$ cat config.mk
export PLATFORM = sky130hd
export DESIGN_NAME = count_event_queue
export DESIGN_NICKNAME = d
export VERILOG_FILES = /design/src/rtl/count_event_queue.sv
export SDC_FILE = /design/constraint.sdc
export NUM_CORES = 1
export LEC_CHECK = 0
export CAP_MARGIN = 15
export CORE_ASPECT_RATIO = 1.1
export CORE_MARGIN = 2
export CORE_UTILIZATION = 40
export CTS_CLUSTER_SIZE = 30
export DETAILED_ROUTE_END_ITERATION = 6
export HOLD_SLACK_MARGIN = 0.02
export PLACE_DENSITY = 0.61
export SETUP_SLACK_MARGIN = 0.1
export SKIP_CTS_REPAIR_TIMING = 1
export SLEW_MARGIN = 20
export SYNTH_ARGS = -nofsm -noshare
export SYNTH_HDL_FRONTEND = slang
export SYNTH_SLANG_ARGS = --single-unit
$ cat constraint.sdc
create_clock -name clk -period 3.45 [get_ports clk]
set_input_delay 0.69 -clock clk [delete_from_list [all_inputs] [get_ports clk]]
set_output_delay 0.69 -clock clk [all_outputs]
set_load 0.02 [all_outputs]
$ cat src/rtl/count_event_queue.sv
// Counter event source: detects wraps and threshold hits on a sampled counter and queues
// timestamped events in a FIFO. Define COUNT_EVENT_ASSERT_EN to compile in checker properties.
module count_event_queue #(
    parameter int unsigned W      = 10,
    parameter int unsigned DEPTH  = 4,
    parameter int unsigned DROP_W = 8
) (
    input  logic                       clk,
    input  logic                       rst,
    input  logic                       cnt_vld,
    input  logic [W-1:0]               cnt,
    input  logic [W-1:0]               thresh,
    output logic                       evt_valid,
    input  logic                       evt_ready,
    output logic [1:0]                 evt_kind,
    output logic [W-1:0]               evt_stamp,
    output logic [$clog2(DEPTH+1)-1:0] occupancy,
    output logic [DROP_W-1:0]          drop_cnt,
    output logic                       overflow
);

    localparam int unsigned PtrW = $clog2(DEPTH);
    localparam int unsigned OccW = $clog2(DEPTH+1);
    localparam logic [OccW-1:0] DepthOcc = OccW'(DEPTH);

    typedef enum logic [0:0] {StIdle, StTrack} trk_state_e;

    trk_state_e state_q, state_d;
    logic [W-1:0] prev_q, prev_d;

    logic [1:0]   kind_mem  [DEPTH];
    logic [W-1:0] stamp_mem [DEPTH];

    logic [PtrW-1:0]   wr_ptr_q, rd_ptr_q;
    logic [OccW-1:0]   occ_q, occ_d;
    logic [DROP_W-1:0] drop_cnt_q;
    logic              overflow_q;

    logic wrap, hit, event_now, full, push, pop, drop;

    // Tracker: the previous sample only becomes meaningful once the first sample is taken.
    always_comb begin
        state_d = state_q;
        prev_d  = prev_q;
        if (cnt_vld) begin
            prev_d  = cnt;
            state_d = StTrack;
        end
    end

    always_ff @(posedge clk) begin
        if (rst) begin
            state_q <= StIdle;
            prev_q  <= '0;
        end else begin
            state_q <= state_d;
            prev_q  <= prev_d;
        end
    end

    // Detection; a held value equal to the threshold counts once.
    always_comb begin
        wrap      = (state_q == StTrack) && cnt_vld && (cnt < prev_q);
        hit       = cnt_vld && (cnt == thresh) && !((state_q == StTrack) && (prev_q == thresh));
        event_now = wrap || hit;
        full      = (occ_q == DepthOcc);
        pop       = evt_valid && evt_ready;
        push      = event_now && (!full || pop);
        drop      = event_now && full && !pop;
        occ_d     = occ_q + OccW'(push) - OccW'(pop);
    end

    always_ff @(posedge clk) begin
        if (push) begin
            kind_mem[wr_ptr_q]  <= {hit, wrap};
            stamp_mem[wr_ptr_q] <= cnt;
        end
    end

    always_ff @(posedge clk) begin
        if (rst) begin
            wr_ptr_q   <= '0;
            rd_ptr_q   <= '0;
            occ_q      <= '0;
            drop_cnt_q <= '0;
            overflow_q <= 1'b0;
        end else begin
            if (push) wr_ptr_q <= wr_ptr_q + 1'b1;
            if (pop)  rd_ptr_q <= rd_ptr_q + 1'b1;
            occ_q <= occ_d;
            if (drop) begin
                overflow_q <= 1'b1;
                if (drop_cnt_q != '1) drop_cnt_q <= drop_cnt_q + 1'b1;
            end
        end
    end

    always_comb begin
        evt_valid = (occ_q != '0);
        evt_kind  = evt_valid ? kind_mem[rd_ptr_q]  : 2'b00;
        evt_stamp = evt_valid ? stamp_mem[rd_ptr_q] : '0;
        occupancy = occ_q;
        drop_cnt  = drop_cnt_q;
        overflow  = overflow_q;
    end

`ifdef COUNT_EVENT_ASSERT_EN
    logic init_q = 1'b1;
    always_ff @(posedge clk) init_q <= 1'b0;

    a0: assert property (@(posedge clk) disable iff (rst) occupancy <= DepthOcc);
    a1: assert property (@(posedge clk) disable iff (rst) evt_valid == (occupancy != '0));
    a2: assert property (@(posedge clk) disable iff (rst)
            (evt_valid && !evt_ready) |=> ($stable(evt_kind) && $stable(evt_stamp)));
    a3: assert property (@(posedge clk) disable iff (rst) 1'b1 |=> drop_cnt >= $past(drop_cnt));
    a4: assert property (@(posedge clk) disable iff (rst) overflow |=> overflow);
    c_init: assume property (@(posedge clk) rst == init_q);
`endif

endmodule

==> impl_metrics.ini, run 1 <==
[layout]
n_antenna_cell = 0
area_growth_pct = 31.74
final_net_count = 379
final_layout_size_suffix_gt1_share_pct = 19.24
design_area_um2 = 4658
fill_cell_total_of_the_finished_layout = 741

[drt]
via_count = 2194
detail_route.iter0.violations = 103
mean_routed_wirelength_per_cell_um = 15.23
drt.antenna.violating_nets = 0
routed_wirelength_mm = 6.916
route.detailed.vias_per_inst = 4.833
drt_first_pass_iters = 4
drt_drc_violations_left = 0

[worst_setup_path]
setup.worst_path.end_class = register
required_ns = 3.68
worst_ep_arrival_time_ns = 3.47
crit_path_start_kind = input pin
path_class = input pin to register
critical_path_peak_fanout = 2

[cts]
clockRootBuffer = sky130_fd_sc_hd__clkbuf_8
clkLatencyLatePin_ns = 0.36
cts-buffers-inserted = 9
ctsHtreeMaxLevel = 3
cts_buffer_depth = 2
worst_setup_hold_path_clk_slew_ns = 0.08
clock_sink_count = 77
tritoncts = yes

[synth]
syn-num-nets = 306
ys_dominant_reg_cell = sky130_fd_sc_hd__edfxtp_1
asyncSetResetFlopFracSynth_pct = 0
synthDistinctLibCells = 39
post-synth-top-area-cell = sky130_fd_sc_hd__edfxtp_1
yosysWarningCount = 0
netlist.area_leader.share_pct = 40.76
postSynthCellCount = 265
netlist_top_cells_area = sky130_fd_sc_hd__edfxtp_1 (41%), sky130_fd_sc_hd__dfxtp_1 (16%), sky130_fd_sc_hd__mux4_2 (7.6%)
syn_area_per_cell_um2 = 13.34
number_of_flops_mapped_to_enable_cells_by_yosys = 48
synth.ff_latch_count = 77
synth_seq_area_share_pct = 57.18
synth_area_um2 = 3536

[die]
fp.dieArea_um2 = 9609
die_width_um = 93.65
ioPinCount = 49
core_um2 = 8496
placementRows = 35
initial_core_util_pct = 41.62
die_height_um = 102.6

[min_path]
worst_hold_path_type = register to register

[global_route]
pin_count_of_the_biggest_net_entering_global_routing = 18
grt_pass1_vias = 2212
number_of_antenna_violations_at_the_first_check_in_global_routing = 0
grt_pass1_wl_mm = 11.06
overflow = 0
gr-usage-all-layers_pct = 15.56

[sta]
maxClockFrequency_mhz = 308.5
hold_viol = 0
final.min_clock_period_ns = 3.242
fin_crit_sh_pct = 93.96
totalNegativeSetupSlack_ns = 0
maxSlewHeadroom_pct = 54.05
tightestPinTransition_ns = 0.6871
finalSetupViolations = 0
unrepaired_setup_endpoints_after_global_routing = no
clock-skew-final_ns = 0.01493
final_max_slew_viol_count = 0

[pwr]
power-per-cell-area_nw_per_um2 = 561.4
irDropWorstVdd_mv = 0.2388
p_leak_nw = 1.704

[placement]
gpl.final_weighted_congestion = 0.8135
hpwlAfterDp_mm = 4.909
place.port_buffers = 48
post_dp_cell_area_um2 = 4340

[run_status]
outcome = completed

[job]
max_cap_viols = 0
[critical path, cell delays in order]
cell and delay [ns]:
sky130_fd_sc_hd__clkdlybuf4s50_1 0.43, sky130_fd_sc_hd__ha_1 0.32, sky130_fd_sc_hd__nand4_1 0.11, sky130_fd_sc_hd__nor3b_1 0.07, sky130_fd_sc_hd__or4_4 0.56, sky130_fd_sc_hd__a21oi_4 0.17
sky130_fd_sc_hd__inv_1 0.06, sky130_fd_sc_hd__ha_1 0.28, sky130_fd_sc_hd__inv_1 0.06, sky130_fd_sc_hd__ha_2 0.17, sky130_fd_sc_hd__fa_2 0.42, sky130_fd_sc_hd__nor2b_4 0.13
[where the power goes]
part | total (mW) | switching (mW) | internal, mW
sequential | 1.06 | 0.0401 | 1.02
clock | 0.751 | 0.342 | 0.409
combinational | 0.804 | 0.373 | 0.430
[path summary, 6_finish.rpt]
| path | start | end | slack [ns] | cells after the start |
|---|---|---|---|---|
| worst min register to register | overflow$_SDFFE_PP0P_ | overflow$_SDFFE_PP0P_ | 0.48 | 2 |
| worst max register to register | prev_q[3]$_SDFFE_PP0P_ | occupancy[1]$_SDFF_PP0_ | 0.41 | 13 |
| worst min-delay path | overflow$_SDFFE_PP0P_ | overflow$_SDFFE_PP0P_ | 0.48 | 2 |
| worst max-delay path | cnt[8] | occupancy[1]$_SDFF_PP0_ | 0.21 | 12 |
[registers in the layout, summed over array words and instances, names as in the netlist, named ones only]
name and flops:
stamp_mem 40, prev_q 10, drop_cnt 8, kind_mem 8
occupancy 3, rd_ptr_q 2, wr_ptr_q 2, overflow 1
state_q 1
[final cells by class]
| class | count | area (µm²) | share of cell area, % |
|---|---|---|---|
| Tap cell | 111 | 138.9 | 2.981 |
| Multi-Input combinational cell | 162 | 1494 | 32.07 |
| Clock buffer | 9 | 123.9 | 2.659 |
| Sequential cell | 77 | 2022 | 43.41 |
| Inverter | 18 | 67.56 | 1.450 |
| Timing Repair Buffer | 70 | 715.7 | 15.36 |
| Clock inverter | 7 | 96.34 | 2.068 |
[metrics by stage]
stage                     instances  util, %  total power [mW]  setup WS [ns]  hold slack [ns]
after global routing            454    54.83             2.742         0.1030           0.5020
final                           454    54.83             2.615         0.2085           0.4777
after global placement          438    51.09             1.865        -0.3138           0.4534
after detailed placement        438    51.09             1.877        -0.3459           0.4689
after CTS                       454    53.68             2.623        0.02046           0.4887
after floorplan                 265        -             1.549        0.07267           0.4555
[logic make-up after synthesis]
logic type      after synthesis  share of synthesized area, %
simple gates                 75                         11.22
mux                          26                         11.68
fa+ha+maj                    17                         6.228
compound gates               16                         3.786
flops                        77                         57.18
buf+inv                      26                         2.972
xor+xnor                     28                         6.935
[cells in the final DEF (no fill, tap or decap), types with 5 or more instances in the layout]
cell type	count
sky130_fd_sc_hd__and2_1	17
sky130_fd_sc_hd__buf_4	18
sky130_fd_sc_hd__clkbuf_8	9
sky130_fd_sc_hd__clkdlybuf4s50_1	40
sky130_fd_sc_hd__dfxtp_1	29
sky130_fd_sc_hd__dlymetal6s2s_1	8
sky130_fd_sc_hd__edfxtp_1	48
sky130_fd_sc_hd__ha_1	10
sky130_fd_sc_hd__inv_1	18
sky130_fd_sc_hd__mux2i_1	12
sky130_fd_sc_hd__mux4_2	12
sky130_fd_sc_hd__nand4_1	7
sky130_fd_sc_hd__nor2_1	27
sky130_fd_sc_hd__xnor2_1	23
sky130_fd_sc_hd__xor2_1	5
[layer usage]
layer  share of wire, %  wire length, µm  global-route usage, %
met1                 46             3176                  20.27
met2                 49             3382                  25.35
met3                3.1              211                  2.558
met4                2.1              146                  8.027
met5                  0                0                      0
[cell usage after synthesis (4+ instances only)]
cell	n
sky130_fd_sc_hd__mux2i_1	12
sky130_fd_sc_hd__a21oi_1	4
sky130_fd_sc_hd__mux4_2	12
sky130_fd_sc_hd__nor2_1	27
sky130_fd_sc_hd__nor2b_1	4
sky130_fd_sc_hd__nand4_1	7
sky130_fd_sc_hd__xor2_1	5
sky130_fd_sc_hd__edfxtp_1	48
sky130_fd_sc_hd__buf_1	4
sky130_fd_sc_hd__nand2_1	4
sky130_fd_sc_hd__xnor2_1	23
sky130_fd_sc_hd__ha_1	16
sky130_fd_sc_hd__and2_1	17
sky130_fd_sc_hd__dfxtp_1	29
sky130_fd_sc_hd__inv_1	18
sky130_fd_sc_hd__nand3_1	4
Power figures use the tool's default switching activity.
==> inputs of run 2 (changes only) <==
--- a/config.mk
+++ b/config.mk
@@ -13,6 +13,7 @@
 export DETAILED_ROUTE_END_ITERATION = 6
 export HOLD_SLACK_MARGIN = 0.02
 export PLACE_DENSITY = 0.61
+export RECOVER_POWER = 25
 export SETUP_SLACK_MARGIN = 0.1
 export SKIP_CTS_REPAIR_TIMING = 1
 export SLEW_MARGIN = 20
==> run 2 against run 1 <==
  * Setup slack improved by 0.0027 ns
  * Utilization fell by 0.68 points
  * Largest cell class unchanged
  * Clock-buffer cell count did not move
  * Clock power barely moved
  * Worst hold slack did not move
==> impl_metrics.ini, run 2 (synthesis results as in run 1) <==
[pwr]
power-per-cell-area_nw_per_um2 = 567.0
irDropWorstVdd_mv = 0.2383
totalPowerFinal_mw = 2.609
p_leak_nw = 1.594

[worst_setup_path]
internal_reg_to_reg_setup_slack_ns = 0.42
setup.worst_path.end_class = register
critical_path_s_largest_stage_delay_ns = 0.55
worst_ep_arrival_time_ns = 3.47
rr_startpoint = prev_q[3]$_SDFFE_PP0P_
crit_path_start_kind = input pin
required_ns = 3.68
critical_path_peak_fanout = 2
slowest_stage = sky130_fd_sc_hd__or4_4
path_class = input pin to register
critical_path.cell_chain = clkdlybuf4s50_1, ha_1, nand4_1, nor3b_1, or4_4, a21oi_4, inv_1, ha_1, inv_1, ha_2, fa_2, nor2b_4
worst-path-buf-inv = 3
critical_path.top_delay_family = adder cells
rr_endpoint = occupancy[1]$_SDFF_PP0_
r2r.worst_path.cells = 13

[drt]
route.detailed.vias_per_inst = 4.811
detail_route.iter0.violations = 80
via_count = 2184
drt_drc_violations_left = 0
drt.antenna.violating_nets = 0
mean_routed_wirelength_per_cell_um = 15.21
drt_first_pass_iters = 4
routed_wirelength_mm = 6.906

[layout]
layout.core_utilization_pct = 54.15
max_flop_register = stamp_mem
area_growth_pct = 30.11
post_layout_nonfiller_instances = 454
largest_register_ff_count = 40
reg.largest.list = stamp_mem (40), prev_q (10)
commonest_non_fill_non_tap_cells_in_the_layout = sky130_fd_sc_hd__edfxtp_1 (48), sky130_fd_sc_hd__clkdlybuf4s50_1 (40), sky130_fd_sc_hd__dfxtp_1 (29), sky130_fd_sc_hd__nor2_1 (27), sky130_fd_sc_hd__xnor2_1 (23)
n_antenna_cell = 0
layout.cells.most_common = sky130_fd_sc_hd__edfxtp_1
final_net_count = 379
final_layout_size_suffix_gt1_share_pct = 16.33

[sta]
maxSlewHeadroom_pct = 53.97
maxClockFrequency_mhz = 308.8
finalSetupViolations = 0
unrepaired_setup_endpoints_after_global_routing = no
clock-skew-final_ns = 0.01464
tightestPinTransition_ns = 0.6884
final_max_slew_viol_count = 0
final.min_clock_period_ns = 3.239
totalNegativeSetupSlack_ns = 0
fin_crit_sh_pct = 93.88
hold_viol = 0
setup_ws_ns = 0.2112

[die]
die_height_um = 102.6
initial_core_util_pct = 41.62
die_width_um = 93.65
core_um2 = 8496
fp.dieArea_um2 = 9609
placementRows = 35
ioPinCount = 49

[min_path]
worst_hold_path_type = register to register
worst_hold_path.num_cells = 2
min-delay-start = overflow$_SDFFE_PP0P_
worstHoldEndpoint = overflow$_SDFFE_PP0P_

[placement]
hpwlAfterDp_mm = 4.909
placedCellCount = 438
pre_cts_ws_ns = -0.3459
gpl.final_weighted_congestion = 0.8135
place.port_buffers = 48

[global_route]
grt_pass1_wl_mm = 11.06
gr-usage-all-layers_pct = 15.56
pin_count_of_the_biggest_net_entering_global_routing = 18
number_of_antenna_violations_at_the_first_check_in_global_routing = 0
overflow = 0
grt_pass1_vias = 2212

[run_status]
outcome = completed

[cts]
worst_setup_hold_path_clk_slew_ns = 0.08
clock_sink_count = 77
tritoncts = yes
cts_buffer_depth = 2
cts-buffers-inserted = 9
clockRootBuffer = sky130_fd_sc_hd__clkbuf_8
ctsHtreeMaxLevel = 3
clkLatencyLatePin_ns = 0.36

[job]
max_cap_viols = 0
## run 2: cell types whose count changed in the layout (fill, tap and decap cells not counted)
cell / before / now
sky130_fd_sc_hd__clkdlybuf4s25_1: 0 / 8
sky130_fd_sc_hd__dlymetal6s2s_1: 8 / 0
sky130_fd_sc_hd__clkbuf_1: 0 / 10
sky130_fd_sc_hd__buf_4: 18 / 8
## run 2: final cells by class
class / instances / area, µm²
repair buffers: 70 / 658.1
inverters: 18 / 67.56
well taps: 111 / 138.9
flip-flops and latches: 77 / 2022
clock inverters: 7 / 96.34
multi-input cells: 162 / 1494
clock buffers: 9 / 123.9
fillers: 754 / 3895
## run 2: metal layers
metal / vias up / wire, µm / part of all wire (%) / GRT usage (%)
met3: 11 / 199 / 2.9 / 2.558
met1: 1041 / 3198 / 46 / 20.27
met5: - / 0 / 0 / 0
met4: 0 / 147 / 2.1 / 8.027
li1: 1092 / - / - / -
met2: 40 / 3360 / 49 / 25.35
## run 2: metrics by stage
stage               area [µm²]  hold slack (ns)
global route              4601           0.5020
finish                    4601           0.4777
detailed placement        4340           0.4689
CTS                       4561           0.4887
global placement          4340           0.4534
floorplan                 3543           0.4555
## run 2: tightest hold or removal path, stage by stage, from the launching register on
cell	delay [ns]
sky130_fd_sc_hd__dfxtp_1	0.33
sky130_fd_sc_hd__a21oi_1	0.04
sky130_fd_sc_hd__nor2_1	0.07
## run 2: power breakdown
| part | internal, mW | switching (mW) |
|---|---|---|
| Combinational | 0.425 | 0.373 |
| Sequential | 1.02 | 0.0400 |
| Clock | 0.409 | 0.341 |
## run 2: how the worst max path moves through the flow
stage / startpoint / slack (ns) / cells past startpoint / endpoint
2_1_floorplan: cnt[3] / 0.07 / 14 / occupancy[2]$_SDFF_PP0_
3_3_place_gp: cnt[3] / -0.31 / 14 / occupancy[2]$_SDFF_PP0_
3_5_place_dp: cnt[3] / -0.35 / 14 / occupancy[2]$_SDFF_PP0_
4_1_cts: cnt[3] / 0.02 / 14 / occupancy[2]$_SDFF_PP0_
5_1_grt: cnt[8] / 0.10 / 12 / occupancy[1]$_SDFF_PP0_
6_report: cnt[8] / 0.21 / 12 / occupancy[1]$_SDFF_PP0_
==> inputs of run 3 (changes only) <==
--- a/config.mk
+++ b/config.mk
@@ -8,11 +8,12 @@
 export CAP_MARGIN = 15
 export CORE_ASPECT_RATIO = 1.1
 export CORE_MARGIN = 2
-export CORE_UTILIZATION = 40
+export CORE_UTILIZATION = 49
+export CTS_BUF_LIST = sky130_fd_sc_hd__clkbuf_16
 export CTS_CLUSTER_SIZE = 30
 export DETAILED_ROUTE_END_ITERATION = 6
 export HOLD_SLACK_MARGIN = 0.02
-export PLACE_DENSITY = 0.61
+export PLACE_DENSITY = 0.73
 export RECOVER_POWER = 25
 export SETUP_SLACK_MARGIN = 0.1
 export SKIP_CTS_REPAIR_TIMING = 1
==> run 3 against run 2 <==
  * Register-to-register slack worse by 0.08 ns
  * Clock power is 14% higher
  * Clock-buffer cell count stayed put
  * Global-route usage is 2.8 points higher
  * Clock skew is 0.0075 ns lower
  * Sequential power hardly changed
  * Die area is 18% lower
  * Worst hold slack worse by 0.0080 ns
  * Routed wire length is 2.1% lower
  * Sequential share of layout area hardly changed
  * Critical endpoint unchanged
==> impl_metrics.ini, run 3 (synthesis results as in run 1) <==
[die]
core_um2 = 7007
die_width_um = 85.00
initial_core_util_pct = 50.46
placementRows = 32
die_height_um = 93.10
ioPinCount = 49
fp.dieArea_um2 = 7913

[global_route]
overflow = 0
grt_pass1_wl_mm = 11.00
grt_pass1_vias = 2265
number_of_antenna_violations_at_the_first_check_in_global_routing = 0
pin_count_of_the_biggest_net_entering_global_routing = 17
gr-usage-all-layers_pct = 18.41

[cts]
clockRootBuffer = sky130_fd_sc_hd__clkbuf_16
clock_sink_count = 77
cts-buffers-inserted = 9
cts_buffer_depth = 2
tritoncts = yes
worst_setup_hold_path_clk_slew_ns = 0.06
ctsHtreeMaxLevel = 3
clkLatencyLatePin_ns = 0.33

[sta]
hold_viol = 0
tightestPinTransition_ns = 0.5750
finalSetupViolations = 0
maxClockFrequency_mhz = 304.2
final_max_slew_viol_count = 0
unrepaired_setup_endpoints_after_global_routing = no
final.min_clock_period_ns = 3.287
fin_crit_sh_pct = 95.27
clock-skew-final_ns = 0.007152
maxSlewHeadroom_pct = 61.61

[worst_setup_path]
crit_path_start_kind = input pin
rr_startpoint = prev_q[3]$_SDFFE_PP0P_
setup.worst_path.end_class = register
critical_path_peak_fanout = 2
path_class = input pin to register
internal_reg_to_reg_setup_slack_ns = 0.34
required_ns = 3.65
r2r.worst_path.cells = 13
worst_ep_arrival_time_ns = 3.49
rr_endpoint = occupancy[1]$_SDFF_PP0_

[layout]
reg.largest.list = stamp_mem (40), prev_q (10)
n_antenna_cell = 0
post_layout_nonfiller_instances = 428
layout.cells.most_common = sky130_fd_sc_hd__edfxtp_1
area_growth_pct = 30.08
max_flop_register = stamp_mem
commonest_non_fill_non_tap_cells_in_the_layout = sky130_fd_sc_hd__edfxtp_1 (48), sky130_fd_sc_hd__clkdlybuf4s50_1 (40), sky130_fd_sc_hd__dfxtp_1 (29), sky130_fd_sc_hd__nor2_1 (27), sky130_fd_sc_hd__xnor2_1 (23)
largest_register_ff_count = 40
final_net_count = 379
final_layout_size_suffix_gt1_share_pct = 16.03

[placement]
hpwlAfterDp_mm = 4.667
place.port_buffers = 48
placedCellCount = 412
gpl.final_weighted_congestion = 0.8426

[run_status]
outcome = completed

[min_path]
worst_hold_path_type = register to register
worstHoldEndpoint = overflow$_SDFFE_PP0P_
worst_hold_path.num_cells = 2
min-delay-start = overflow$_SDFFE_PP0P_

[pwr]
p_leak_nw = 1.623
power-per-cell-area_nw_per_um2 = 589.9
irDropWorstVdd_mv = 0.4078
totalPowerFinal_mw = 2.713

[drt]
drt_first_pass_iters = 4
detail_route.iter0.violations = 98
via_count = 2218
drt_drc_violations_left = 0
mean_routed_wirelength_per_cell_um = 15.80
routed_wirelength_mm = 6.764
drt.antenna.violating_nets = 0
route.detailed.vias_per_inst = 5.182

[job]
max_cap_viols = 0
run 3: metal layers:
metal	global-route usage [%]	share of wire [%]	vias to the layer above
met2	30.08	49	42
met4	8.730	1.9	0
li1	-	-	1094
met5	0	0	-
met1	23.32	46	1074
met3	3.972	3.1	8
run 3: final cells by class:
cell class                      instances  area [µm²]
Clock inverter                          7       50.05
Inverter                               18       67.56
Timing Repair Buffer                   70       661.9
Tap cell                               85       106.4
Sequential cell                        77        2022
Multi-Input combinational cell        162        1466
Clock buffer                            9       225.2
Fill cell                             556        2407
run 3: stage by stage:
step	util, %	hold WS (ns)	TNS, ns	setup slack, ns	area (µm²)
floorplan	-	0.4555	0	0.07267	3543
global placement	61.48	0.4517	-0.5687	-0.3014	4308
detailed placement	61.48	0.4628	-0.7036	-0.3708	4308
CTS	65.41	0.4772	-0.02390	-0.02390	4583
global route	65.64	0.5158	0	0.05449	4599
finish	65.64	0.4697	0	0.1632	4599
run 3: critical path, cell delays in order:
cell	delay, ns
sky130_fd_sc_hd__clkdlybuf4s25_1	0.25
sky130_fd_sc_hd__ha_1	0.31
sky130_fd_sc_hd__a21o_1	0.17
sky130_fd_sc_hd__a21oi_1	0.14
sky130_fd_sc_hd__nor3b_1	0.07
sky130_fd_sc_hd__or4_4	0.55
sky130_fd_sc_hd__a21oi_4	0.17
sky130_fd_sc_hd__inv_1	0.06
sky130_fd_sc_hd__ha_1	0.28
sky130_fd_sc_hd__inv_1	0.07
sky130_fd_sc_hd__ha_2	0.17
sky130_fd_sc_hd__fa_2	0.42
sky130_fd_sc_hd__nor2b_1	0.14
run 3: worst max-delay path by stage:
stage / endpoint / depth (start not counted) / from / slack (ns)
after floorplan: occupancy[2]$_SDFF_PP0_ / 14 / cnt[3] / 0.07
after global placement: occupancy[2]$_SDFF_PP0_ / 14 / cnt[3] / -0.30
after detailed placement: occupancy[2]$_SDFF_PP0_ / 14 / cnt[3] / -0.37
after CTS: occupancy[2]$_SDFF_PP0_ / 14 / cnt[3] / -0.02
after global routing: occupancy[1]$_SDFF_PP0_ / 13 / cnt[3] / 0.05
final: occupancy[1]$_SDFF_PP0_ / 13 / cnt[3] / 0.16
run 3: power breakdown:
group	switching [mW]	internal [mW]	total, mW
sequential	0.0412	1.02	1.06
combinational	0.375	0.417	0.792
clock	0.370	0.488	0.858
total	0.786	1.93	2.71
